==> config.mk <==
export PLATFORM = sky130hd
export DESIGN_NAME = perceptron_gate_learner
export DESIGN_NICKNAME = d
export VERILOG_FILES = /design/src/rtl/perceptron_pkg.sv /design/src/rtl/perceptron_neuron.sv /design/src/rtl/perceptron_gate_learner.sv
export SDC_FILE = /design/constraint.sdc
export NUM_CORES = 1
export LEC_CHECK = 0
export BUFFER_PORTS_ARGS = -buffer_cell sky130_fd_sc_hd__buf_2
export CORE_ASPECT_RATIO = 1.1
export CORE_UTILIZATION = 56
export DETAILED_ROUTE_END_ITERATION = 10
export PLACE_DENSITY = 0.79
export SYNTH_ARGS = -nofsm -noshare
export SYNTH_HDL_FRONTEND = slang
export SYNTH_SLANG_ARGS = --single-unit
==> constraint.sdc <==
create_clock -name clk -period 7.34 [get_ports clk]
set_clock_uncertainty 0.15 [all_clocks]
set_input_delay 0.367 -clock clk [delete_from_list [all_inputs] [get_ports clk]]
set_output_delay 0.367 -clock clk [all_outputs]
set_load 0.02 [all_outputs]
==> src/rtl/perceptron_pkg.sv <==
// Shared types and helpers for the perceptron gate learner.
package perceptron_pkg;

  // Controller states.
  typedef enum logic [1:0] {
    ST_IDLE  = 2'd0,
    ST_TRAIN = 2'd1,
    ST_DONE  = 2'd2
  } state_e;

  // Number of input patterns in one epoch. idx = {x1, x2}.
  localparam int N_PATTERNS = 4;
  localparam int IDX_WIDTH  = 2;

  // Signed add clamped to the range of a 'width'-bit two's complement value.
  function automatic int sat_add(input int a, input int b, input int width);
    int hi;
    int lo;
    int sum;
    hi  = (1 << (width - 1)) - 1;
    lo  = -(1 << (width - 1));
    sum = a + b;
    if (sum > hi)      sat_add = hi;
    else if (sum < lo) sat_add = lo;
    else               sat_add = sum;
  endfunction

endpackage

==> src/rtl/perceptron_neuron.sv <==
// Combinational 2-input neuron: y = (w1*x1 + w2*x2 + bias > 0).
module perceptron_neuron #(
  parameter int W_WIDTH = 4
) (
  input  logic signed [W_WIDTH-1:0] w1,
  input  logic signed [W_WIDTH-1:0] w2,
  input  logic signed [W_WIDTH-1:0] bias,
  input  logic                      x1,
  input  logic                      x2,
  output logic                      y
);

  // Two guard bits hold the sum of three W_WIDTH-bit terms without overflow.
  localparam int SW = W_WIDTH + 2;

  logic signed [SW-1:0] sum;

  // Weighted sum and threshold; a zero sum maps to 0.
  always_comb begin
    sum = SW'(bias);
    if (x1) sum = sum + SW'(w1);
    if (x2) sum = sum + SW'(w2);
    y = (sum > SW'(0));
  end

endmodule

==> src/rtl/perceptron_gate_learner.sv <==
// Learns the weights of a 2-input perceptron that reproduces a given
// 4-entry truth table, one pattern per cycle, with a live inference output.
module perceptron_gate_learner
  import perceptron_pkg::*;
#(
  parameter int W_WIDTH    = 4,
  parameter int MAX_EPOCHS = 16,
  parameter int EP_WIDTH   = 5
) (
  input  logic                      clk,
  input  logic                      rst,
  input  logic                      start,
  input  logic [3:0]                target,
  input  logic                      e1,
  input  logic                      e2,
  output logic                      s,
  output logic signed [W_WIDTH-1:0] w1,
  output logic signed [W_WIDTH-1:0] w2,
  output logic signed [W_WIDTH-1:0] bias,
  output logic                      busy,
  output logic                      done,
  output logic                      converged,
  output logic [EP_WIDTH-1:0]       epochs
);

  state_e                      state_q, state_d;
  logic [3:0]                  target_q, target_d;
  logic signed [W_WIDTH-1:0]   w1_q, w1_d;
  logic signed [W_WIDTH-1:0]   w2_q, w2_d;
  logic signed [W_WIDTH-1:0]   bias_q, bias_d;
  logic [EP_WIDTH-1:0]         epochs_q, epochs_d;
  logic                        conv_q, conv_d;
  logic [IDX_WIDTH-1:0]        idx_q, idx_d;
  logic                        err_flag_q, err_flag_d;

  logic x1, x2;
  logic y_train;
  logic tgt_bit;
  logic err_nz;
  int   delta;

  // The pattern index doubles as the training inputs.
  assign x1      = idx_q[1];
  assign x2      = idx_q[0];
  assign tgt_bit = target_q[idx_q];
  assign err_nz  = tgt_bit ^ y_train;

  perceptron_neuron #(.W_WIDTH(W_WIDTH)) u_train_neuron (
    .w1   (w1_q),
    .w2   (w2_q),
    .bias (bias_q),
    .x1   (x1),
    .x2   (x2),
    .y    (y_train)
  );

  perceptron_neuron #(.W_WIDTH(W_WIDTH)) u_infer_neuron (
    .w1   (w1_q),
    .w2   (w2_q),
    .bias (bias_q),
    .x1   (e1),
    .x2   (e2),
    .y    (s)
  );

  // Next-state and training update logic.
  always_comb begin
    // NOTE: every variable gets a default first so no path leaves it unassigned and no latch is inferred.
    state_d    = state_q;
    target_d   = target_q;
    w1_d       = w1_q;
    w2_d       = w2_q;
    bias_d     = bias_q;
    epochs_d   = epochs_q;
    conv_d     = conv_q;
    idx_d      = idx_q;
    err_flag_d = err_flag_q;
    // err is +1 when the target is 1 and y is 0, -1 in the opposite case.
    delta      = tgt_bit ? 1 : -1;

    case (state_q)
      ST_IDLE: begin
        if (start) begin
          target_d   = target;
          w1_d       = '0;
          w2_d       = '0;
          bias_d     = '0;
          epochs_d   = '0;
          conv_d     = 1'b0;
          idx_d      = '0;
          err_flag_d = 1'b0;
          state_d    = ST_TRAIN;
        end
      end

      ST_TRAIN: begin
        if (err_nz) begin
          if (x1) w1_d = W_WIDTH'(sat_add(int'(w1_q), delta, W_WIDTH));
          if (x2) w2_d = W_WIDTH'(sat_add(int'(w2_q), delta, W_WIDTH));
          bias_d     = W_WIDTH'(sat_add(int'(bias_q), delta, W_WIDTH));
          err_flag_d = 1'b1;
        end
        // Index wraps 3 -> 0 on its own.
        idx_d = idx_q + IDX_WIDTH'(1);
        if (idx_q == IDX_WIDTH'(N_PATTERNS - 1)) begin
          epochs_d = epochs_q + EP_WIDTH'(1);
          if (!err_flag_q && !err_nz) begin
            conv_d  = 1'b1;
            state_d = ST_DONE;
          end else if (epochs_q == EP_WIDTH'(MAX_EPOCHS - 1)) begin
            state_d = ST_DONE;
          end else begin
            err_flag_d = 1'b0;
          end
        end
      end

      ST_DONE: begin
        state_d = ST_IDLE;
      end

      default: begin
        state_d = ST_IDLE;
      end
    endcase
  end

  // State register with synchronous reset.
  always_ff @(posedge clk) begin
    // NOTE: sequential state uses non-blocking assignments so all flops update together at the edge.
    if (rst) begin
      state_q    <= ST_IDLE;
      target_q   <= '0;
      w1_q       <= '0;
      w2_q       <= '0;
      bias_q     <= '0;
      epochs_q   <= '0;
      conv_q     <= 1'b0;
      idx_q      <= '0;
      err_flag_q <= 1'b0;
    end else begin
      state_q    <= state_d;
      target_q   <= target_d;
      w1_q       <= w1_d;
      w2_q       <= w2_d;
      bias_q     <= bias_d;
      epochs_q   <= epochs_d;
      conv_q     <= conv_d;
      idx_q      <= idx_d;
      err_flag_q <= err_flag_d;
    end
  end

  assign w1        = w1_q;
  assign w2        = w2_q;
  assign bias      = bias_q;
  assign busy      = (state_q == ST_TRAIN);
  assign done      = (state_q == ST_DONE);
  assign converged = conv_q;
  assign epochs    = epochs_q;

endmodule

* Word-level counts from Yosys, hierarchy flattened
Cells that the tools add are included.
** Operators by class
- Reductions and logical operators :: 13
- Magnitude comparators :: 9
- Add/subtract/negate cells :: 8
- Equality and inequality tests :: 11
- Bitwise gates (word level) :: 1
- Muxes and demuxes :: 41
** Operators by type and width (number)
- 4-bit by 32-bit adder with 32-bit output :: 3
- 32-bit by 4-bit greater-than comparator with 1-bit output (second input constant) :: 3
- 32-bit by 4-bit less-than comparator with 1-bit output (second input constant) :: 3
- 4-bit two-way mux :: 12
- 32-bit two-way mux :: 1
- 6-bit two-way mux :: 4
- 4-bit one-hot mux with 2 select lines :: 3
- 6-bit by 4-bit adder with 6-bit output :: 2
- 6-bit by 1-bit greater-than comparator with 1-bit output (second input constant) :: 2
- 4-bit AND reduction :: 3
- 2-bit two-way mux :: 5
- 5-bit two-way mux :: 2
- 2-bit by 1-bit != test with 1-bit output (second input constant) :: 5
- 5-bit one-hot mux with 2 select lines :: 1
- 3-bit AND reduction :: 3
- 1-bit two-way mux :: 8
- 2-bit one-hot mux with 2 select lines :: 2
- 4-bit by 4-bit adder with 5-bit output :: 1
- 5-bit by 1-bit adder with 5-bit output (second input constant) :: 1
- 5-bit by 4-bit equality test with 1-bit output (second input constant) :: 1
- 2-bit equality test (second input constant) :: 2
- 1-bit one-hot mux with 2 select lines :: 2
- 2-bit AND reduction :: 2
- 2-bit by 3-bit less-than comparator with 1-bit output (second input constant) :: 1
- other kinds (10) :: 11
** Word-level totals
- Output and inout bits :: 21
- Input bits :: 9
- Register bits after elaboration :: 27

* Logic depth before layout (Yosys ltp)
Gate-level depths: netlist of the first run.
- Depth after elaboration :: 11
- Gate-level depth with buffers :: 17

* Cells and area by module
Synthesis of the first run repeated with hierarchy kept, for this count alone.
** Second synthesis, totals
- Cells, all modules :: 412
- Area, all modules :: 3851.2 um^2
** Modules (own cells, without submodules)
- perceptron_gate_learner :: cells each 307, times used 1, seq. area each 540.5 um^2, area an instance 3002.9 um^2
- perceptron_neuron (u_train_neuron) :: cells each 52, times used 1, seq. area each 0.0 um^2, area an instance 432.9 um^2
- perceptron_neuron (u_infer_neuron) :: cells each 53, times used 1, seq. area each 0.0 um^2, area an instance 415.4 um^2

* Worst setup path after synthesis of the first run
OpenSTA, ideal clock, no wires.
- Kind :: reg2reg
- Start :: register idx_q[0]
- End :: register bias_q[2], in the netlist bias[2]
- Data arrival time :: 6509 ps
- Required time :: 7132 ps
- Slack :: 623 ps
- Stages on the path, launching flop included :: 18
- Setup time :: 58 ps
- Clock period less this slack :: 6717 ps
- Path through :: dfxtp_1 buf_2 mux4_2 clkinv_1 ha_1 a21o_1 a21o_1 fa_1 fa_1 inv_1 fa_1 nor4b_1 nand4_1 or4_1 o21ai_0 nand2_1 a21oi_1 mux2_1
** Between the ends
- Cells in the longest elaborated chain, start to end :: 9
** Ends and longest elaborated chain
- from (decl) :: line perceptron_gate_learner.sv:33 : logic [IDX_WIDTH-1:0] idx_q, idx_d;
- from (signal assigned) :: line perceptron_gate_learner.sv:149 : idx_q <= idx_d;
- 1-bit binary-select mux with 2-bit select :: line perceptron_gate_learner.sv:45 : assign tgt_bit = target_q[idx_q];
- 1-bit two-way mux (not written as such) :: line perceptron_gate_learner.sv:45
- 32-bit two-way mux :: line perceptron_gate_learner.sv:79 : delta = tgt_bit ? 1 : -1;
- 4-bit by 32-bit adder with 32-bit output :: line perceptron_pkg.sv:22 : sum = a + b;
- 32-bit by 4-bit less-than comparator with 1-bit output :: line perceptron_pkg.sv:24 : else if (sum < lo) sat_add = lo;
- 4-bit two-way mux :: line perceptron_pkg.sv:24
- 4-bit two-way mux :: line perceptron_pkg.sv:23 : if (sum > hi) sat_add = hi;
- 4-bit two-way mux :: line perceptron_gate_learner.sv:97 : if (err_nz) begin
- 4-bit one-hot mux with 2 select lines :: line perceptron_gate_learner.sv:81 : case (state_q)
- to (signal assigned) :: line perceptron_gate_learner.sv:146 : bias_q <= bias_d;
- to (decl) :: line perceptron_gate_learner.sv:30 : logic signed [W_WIDTH-1:0] bias_q, bias_d;
Several ways; a longest one is shown, not always the timed one. The select of a mux whose other input is x is not followed.
A chain may end at the register's enable or synchronous reset.

* Final worst setup path of the first run
- Start :: register idx_q[1]
- End :: register bias_q[2], in the netlist bias[2]
The elaborated chain is that of the path after synthesis.

==> impl_metrics.tcl, run 1 <==
set metrics [dict create \
    drtAntennaViolNets 0 \
    comb_power_share_pct 82.1 \
    synthTopCellsByArea "fa_1 (26%), dfxtp_1 (14%), ha_1 (8.6%)" \
    tritoncts "yes" \
    path_depth 16 \
    cp_num_buf_inv 2 \
    drive_above_1_share_pct 11.93 \
    fillers 563 \
    final_nets 522 \
    antenna_found_initial 0 \
    seq_power_share_pct 13.1 \
    final_cell_mix "fa_1 (50), inv_1 (38), buf_2 (29), nor2_1 (28)" \
    syn_inst 411 \
    regArea_um2 540.5 \
    p_int_uw 820.1 \
    ys.flop_type "dfxtp_1" \
    dpl_cell_area_um2 3995 \
    cts_max_level 1 \
    maxCapViolCount 0 \
    routabilityCongestion 0.8897 \
    leakage_nw 1.787 \
    synth_top_family_by_area "adder cells" \
    portBuffers 29 \
    final.setup.worst_slack_ns 1.458 \
    power_mw 1.764 \
    dr_total_vias 3082 \
    crit_chain "mux4_2 > inv_2 > ha_1 > a21o_1 > a21o_1 > fa_1 > fa_1 > inv_1 > fa_1 > nor4b_1 > nand4_1 > or4_1 > o21ai_0 > nand2_1 > a21oi_1 > mux2_1" \
    dpl.hpwl_um 6541 \
    fmax_ghz 0.1700 \
    maxSlewHeadroom_pct 54.88 \
    cts_setup_buffers 0 \
    antenna_cells 0 \
    instances_no_fill 518 \
    area_growth_syn_to_layout_pct 6.918 \
    synth_top_area_share_pct 26.48 \
    ir_drop_mv 0.2857 \
    dp_cells 514 \
    die_h_um 88.17 \
    synth_edf_count 0 \
    synth-simple-area-share_pct 19.79 \
    power.switching_uw 943.6 \
    critPathTopFamily "adder cells" \
    grt.total_usage_pct 25.51 \
    ctsResizeCount 0 \
    wl_per_cell_um 16.18 \
    status "finished clean" \
    r2r_slack_ns 1.46 \
    hold_path.class "primary input to flop" \
    die-area_um2 7083 \
    critPathKind "flop to flop" \
    min_period_ns 5.882 \
    via_per_inst 5.950 \
    async_reset_ff_share_pct 0 \
    synth-adder-area-share_pct 35.09 \
    final_util_pct 61.65 \
    grt_pass1_wl_um 14230 \
    ys_ff_latch 27 \
    clk_path_buf_depth 2 \
    multi_input_area_um2 3038 \
    core_area_um2 6555 \
    drt_iter0_drc 105 \
    critPathLaunchType "flop" \
    finalSetupViolations 0 \
    clkSinkCount 27 \
    insertion_delay_ns 0.27 \
    grt_max_degree 29 \
    power.share.clock_pct 4.9 \
    path_common_cell "fa_1" \
    hold_viol_final 0 \
    switching_share_pct 53.50 \
    crit_required_ns 7.42 \
    synth_compound_area_share_pct 19.93 \
    r2r-end "bias[2]" \
    cp_data_arrival_time_ns 5.96 \
    ctsHoldBuffers 0 \
    drt_first_pass_iters 4 \
    synth-xor-area-share_pct 3.211 \
    synth.largest_area_cell "fa_1" \
    critPathLaunch "idx_q[1]" \
    rsz0062_at_grt "false" \
    fin_crit_sh_pct 80.14 \
    ios 30 \
    cts_root_buffer "clkbuf_8" \
    slowest_stage "dfxtp_1" \
    syn_area_per_cell_um2 9.197 \
    end_kind "flop" \
    num_rows 31 \
    synthMuxAreaShare_pct 2.350 \
    timing.final.max_slew_violations 0 \
    hold_slack_ns 0.1781 \
    path_max_fanout 25 \
    grt-ovfl-total 0 \
    p_per_area_nw_per_um2 436.4 \
    mostFrequentLayoutCell "fa_1" \
    numCtsBuffers 3 \
    place_ws_ns 1.479 \
    dieWidth_um 80.34 \
    initial_core_util_pct 57.66 \
    routed_wl_um 8382 \
    endpoint "bias[2]" \
    max_stage_delay_ns 0.77 \
    clk_pin_slew_ns 0.10 \
    synth_nets 496 \
    grt_pass1_vias 3051 \
    syn_area_um2 3780 \
    yosys_warnings 0 \
    ys_seq_area_share_pct 14.30 \
    fin_area_um2 4041 \
    timing.rr.start "idx_q[1]" \
    ys_types 64 \
    fin_tns_setup_ns 0 \
    route.detailed.drc 0 \
    worst-r2r-cell-count 16 \
    tightest_slew_ns 0.6758 \
]
## layout make-up
| type | count | area share, % |
|---|---|---|
| Multi-Input combinational cell | 334 | 75.17 |
| Sequential cell | 27 | 13.37 |
| Timing Repair Buffer | 32 | 4.149 |
| Inverter | 39 | 3.622 |
| Tap cell | 82 | 2.539 |
| Clock buffer | 3 | 1.022 |
| Clock inverter | 1 | 0.1238 |
## sequential cells by signal (all words and copies together) (netlist names)
name,count
epochs,5
converged,1
idx_q,2
w1,4
w2,4
target_q,4
bias,4
err_flag_q,1
state_q,2
## cell usage after synthesis, types with 4 or more instances
cell type and n:
fa_1 50, nor2b_1 6, dfxtp_1 27, nand2b_1 11
o21ai_0 11, mux2_2 4, nor3_1 7, nand4_1 5
nor2_1 28, o31ai_1 6, xor2_1 10, a21o_1 24
nand3_1 12, nand4b_1 6, nand2_1 27, nor4_1 5
nand3b_1 4, a21oi_1 25, clkbuf_1 4, nor4bb_1 6
a211oi_1 5, inv_1 38, ha_1 26
## power groups by stage
stage	Combinational [mW]	Sequential (mW)	Clock [mW]
finish	1.45	0.230	0.0862
global placement	1.38	0.232	0
detailed placement	1.43	0.234	0
floorplan	1.09	0.256	0
global route	1.63	0.236	0.0915
CTS	1.44	0.230	0.0871
## worst register-to-register path, stage by stage (launching register included)
cell and delay, ns:
dfxtp_1 0.77, mux4_2 0.73, inv_2 0.64, ha_1 0.36, a21o_1 0.20, a21o_1 0.22, fa_1 0.41, fa_1 0.37
inv_1 0.08, fa_1 0.43, nor4b_1 0.29, nand4_1 0.11, or4_1 0.42, o21ai_0 0.29, nand2_1 0.09, a21oi_1 0.14
mux2_1 0.14
## per-layer routing
metal  global-route usage [%]  part of all wire (%)  vias to the layer above
met5                        0                     0                        -
met4                    6.656                   1.5                        0
met3                    2.188                   2.6                       10
met2                    46.54                    52                       53
met1                    32.47                    44                     1514
li1                         -                     -                     1505
## worst min path at each step
| stage | start | endpoint | slack [ns] | cells past startpoint |
|---|---|---|---|---|
| 2_1_floorplan | target_q[2] | target_q[2] | 0.28 | 2 |
| 3_3_place_gp | target_q[3] | target_q[3] | 0.29 | 2 |
| 3_5_place_dp | target_q[2] | target_q[2] | 0.30 | 2 |
| 4_1_cts | target[1] | target_q[1] | 0.18 | 3 |
| 5_1_grt | target[1] | target_q[1] | 0.19 | 3 |
| 6_report | target[1] | target_q[1] | 0.18 | 3 |
## logic make-up (layout without fill, tap and decap cells)
group                      Yosys count  after routing
AOI/OAI and AO/OA                  103            103
xor gates and xnor gates            13             13
adders and majority gates           76             76
buffers and inverters               50             75
DFF                                 27             27
muxes                                7              7
and+or+nand+nor                    135            135
(Power assumes the default switching activity.)
==> run 2: changes to the inputs <==
Settings changed: ABC_AREA set to 1, PLACE_DENSITY 0.79 to 0.82.
Clock period 7.34 ns to 5.18 ns, I/O delays scaled along.
==> run 2 against run 1 <==
  * Wire length decreased by 4.9%
  * Area after synthesis increased by 0.60%
  * Sequential cell count unchanged
  * Sequential share of layout area decreased by 0.22 points
  * Register-to-register slack got worse by 0.87 ns
  * Final cell count increased by 22%
  * Critical endpoint unchanged
  * Largest cell class unchanged
  * Highest routed layer unchanged
==> impl_metrics.tcl, run 2 <==
set metrics [dict create \
    place_ws_ns 0.5969 \
    hold_path.class "primary input to flop" \
    end_kind "flop" \
    cp_data_arrival_time_ns 4.63 \
    fin_tns_setup_ns 0 \
    dpl.hpwl_um 6417 \
    ys_ff_latch 27 \
    final_util_pct 62.68 \
    drt_first_pass_iters 4 \
    dieWidth_um 80.57 \
    cts_root_buffer "clkbuf_8" \
    drt_iter0_drc 172 \
    critPathLaunchType "flop" \
    wl_per_cell_um 12.63 \
    fmax_ghz 0.2177 \
    die-area_um2 7124 \
    dr_total_vias 3330 \
    ys_types 43 \
    regArea_um2 540.5 \
    clk_path_buf_depth 2 \
    tritoncts "yes" \
    synth_top_area_share_pct 26.32 \
    clk_pin_slew_ns 0.10 \
    fin_crit_sh_pct 88.66 \
    clkSinkCount 27 \
    drive_above_1_share_pct 11.11 \
    insertion_delay_ns 0.28 \
    final_nets 635 \
    grt_max_degree 26 \
    area_growth_syn_to_layout_pct 8.062 \
    routed_wl_um 7970 \
    grt_pass1_wl_um 13670 \
    syn_inst 518 \
    ctsResizeCount 0 \
    syn_area_per_cell_um2 7.341 \
    synth_edf_count 0 \
    cts_setup_buffers 0 \
    cts_max_level 1 \
    final.setup.worst_slack_ns 0.5874 \
    status "finished clean" \
    drtAntennaViolNets 0 \
    dp_cells 627 \
    grt.total_usage_pct 24.23 \
    final_cell_mix "nand2_1 (114), inv_1 (87), nor2_1 (57), fa_1 (50), buf_2 (29)" \
    maxSlewHeadroom_pct 60.40 \
    tightest_slew_ns 0.5933 \
    route.detailed.drc 0 \
    hold_viol_final 0 \
    synth_nets 603 \
    fillers 569 \
    synthTopCellsByArea "fa_1 (26%), dfxtp_1 (14%), nand2_1 (11%)" \
    antenna_cells 0 \
    ios 30 \
    rsz0062_at_grt "false" \
    ys_seq_area_share_pct 14.22 \
    async_reset_ff_share_pct 0 \
    path_max_fanout 25 \
    timing.final.max_slew_violations 0 \
    ys.flop_type "dfxtp_1" \
    largest_reg_flops 5 \
    routabilityCongestion 0.9118 \
    die_h_um 88.43 \
    post-synth-top-count-cell "nand2_1" \
    initial_core_util_pct 58.01 \
    critPathKind "flop to flop" \
    multi_input_area_um2 2878 \
    antenna_found_initial 0 \
    syn_area_um2 3802 \
    numCtsBuffers 3 \
    num_rows 31 \
    grt-ovfl-total 0 \
    min_period_ns 4.593 \
    ctsHoldBuffers 0 \
    crit_required_ns 5.21 \
    instances_no_fill 631 \
    finalSetupViolations 0 \
    maxCapViolCount 0 \
    portBuffers 29 \
    synth.largest_area_cell "fa_1" \
    mostFrequentLayoutCell "nand2_1" \
    grt_pass1_vias 3099 \
    via_per_inst 5.277 \
    synth_common_cells "nand2_1 (114), inv_1 (87), nor2_1 (57)" \
    yosys_warnings 0 \
    core_area_um2 6555 \
]
==> run 2: cell types whose count changed after synthesis, sizes merged, moves of 8 or more <==
cell    previous run  this run
nand2             27       117
inv               38        95
nor2              29        59
a21o              24         1
nand3             12        28
o21ai             11        25
nand2b            11         0
nor3               7        15
==> run 2: final cells by class <==
cell class | instances | share of cell area [%]
clock buffers | 3 | 1.005
multi-input cells | 389 | 70.04
repair buffers | 34 | 4.446
clock inverters | 1 | 0.1827
flip-flops and latches | 27 | 13.15
inverters | 95 | 8.678
well taps | 82 | 2.497
==> run 2: metal layers <==
layer / up-vias / share of wire (%) / track usage [%]
li1: 1686 / - / -
met1: 1568 / 44 / 31.80
met2: 69 / 52 / 43.76
met3: 7 / 3.4 / 1.443
met4: 0 / 0.85 / 5.682
met5: - / 0 / 0
==> run 2: path summary, 6_finish.rpt <==
check | from | end | slack, ns | cells past startpoint
max | idx_q[1] | bias[2] | 0.59 | 21
min | rst | epochs[4] | 0.08 | 2
max reg2reg | idx_q[1] | bias[2] | 0.59 | 21
min reg2reg | err_flag_q | err_flag_q | 0.33 | 2
==> run 2: worst max-delay path, cell delays in order, from the launching register on <==
cell	delay, ns
dfxtp_1	0.51
inv_2	0.14
a21oi_1	0.24
a32oi_4	0.08
inv_2	0.13
buf_4	0.42
ha_1	0.44
nand2_1	0.12
nand2_1	0.10
a31oi_4	0.22
inv_1	0.08
fa_1	0.38
fa_1	0.46
nor4_1	0.25
and3b_1	0.19
nand3b_1	0.08
o21ai_1	0.20
nand2_1	0.08
nand2_1	0.07
nand2_1	0.05
nand2_1	0.06
nor2_1	0.04
==> run 2: logic make-up after synthesis <==
group | after synthesis | synth area share (%)
buffers and inverters | 102 | 10.40
xor gates and xnor gates | 7 | 1.612
DFF | 27 | 14.22
adders and majority gates | 76 | 34.88
AOI/OAI and AO/OA | 62 | 10.89
and+or+nand+nor | 244 | 28.00
==> run 2: stage by stage <==
step	area, um^2	hold slack, ns
2_1_floorplan	3814	0.1781
3_3_place_gp	4060	0.3060
3_5_place_dp	4060	0.3122
4_1_cts	4109	0.05957
5_1_grt	4109	0.06752
6_report	4109	0.07517
Power of run 2 is left out: the tool's default activity adds up to more than one toggle a clock period on the data nets, which glitch-free logic cannot reach.
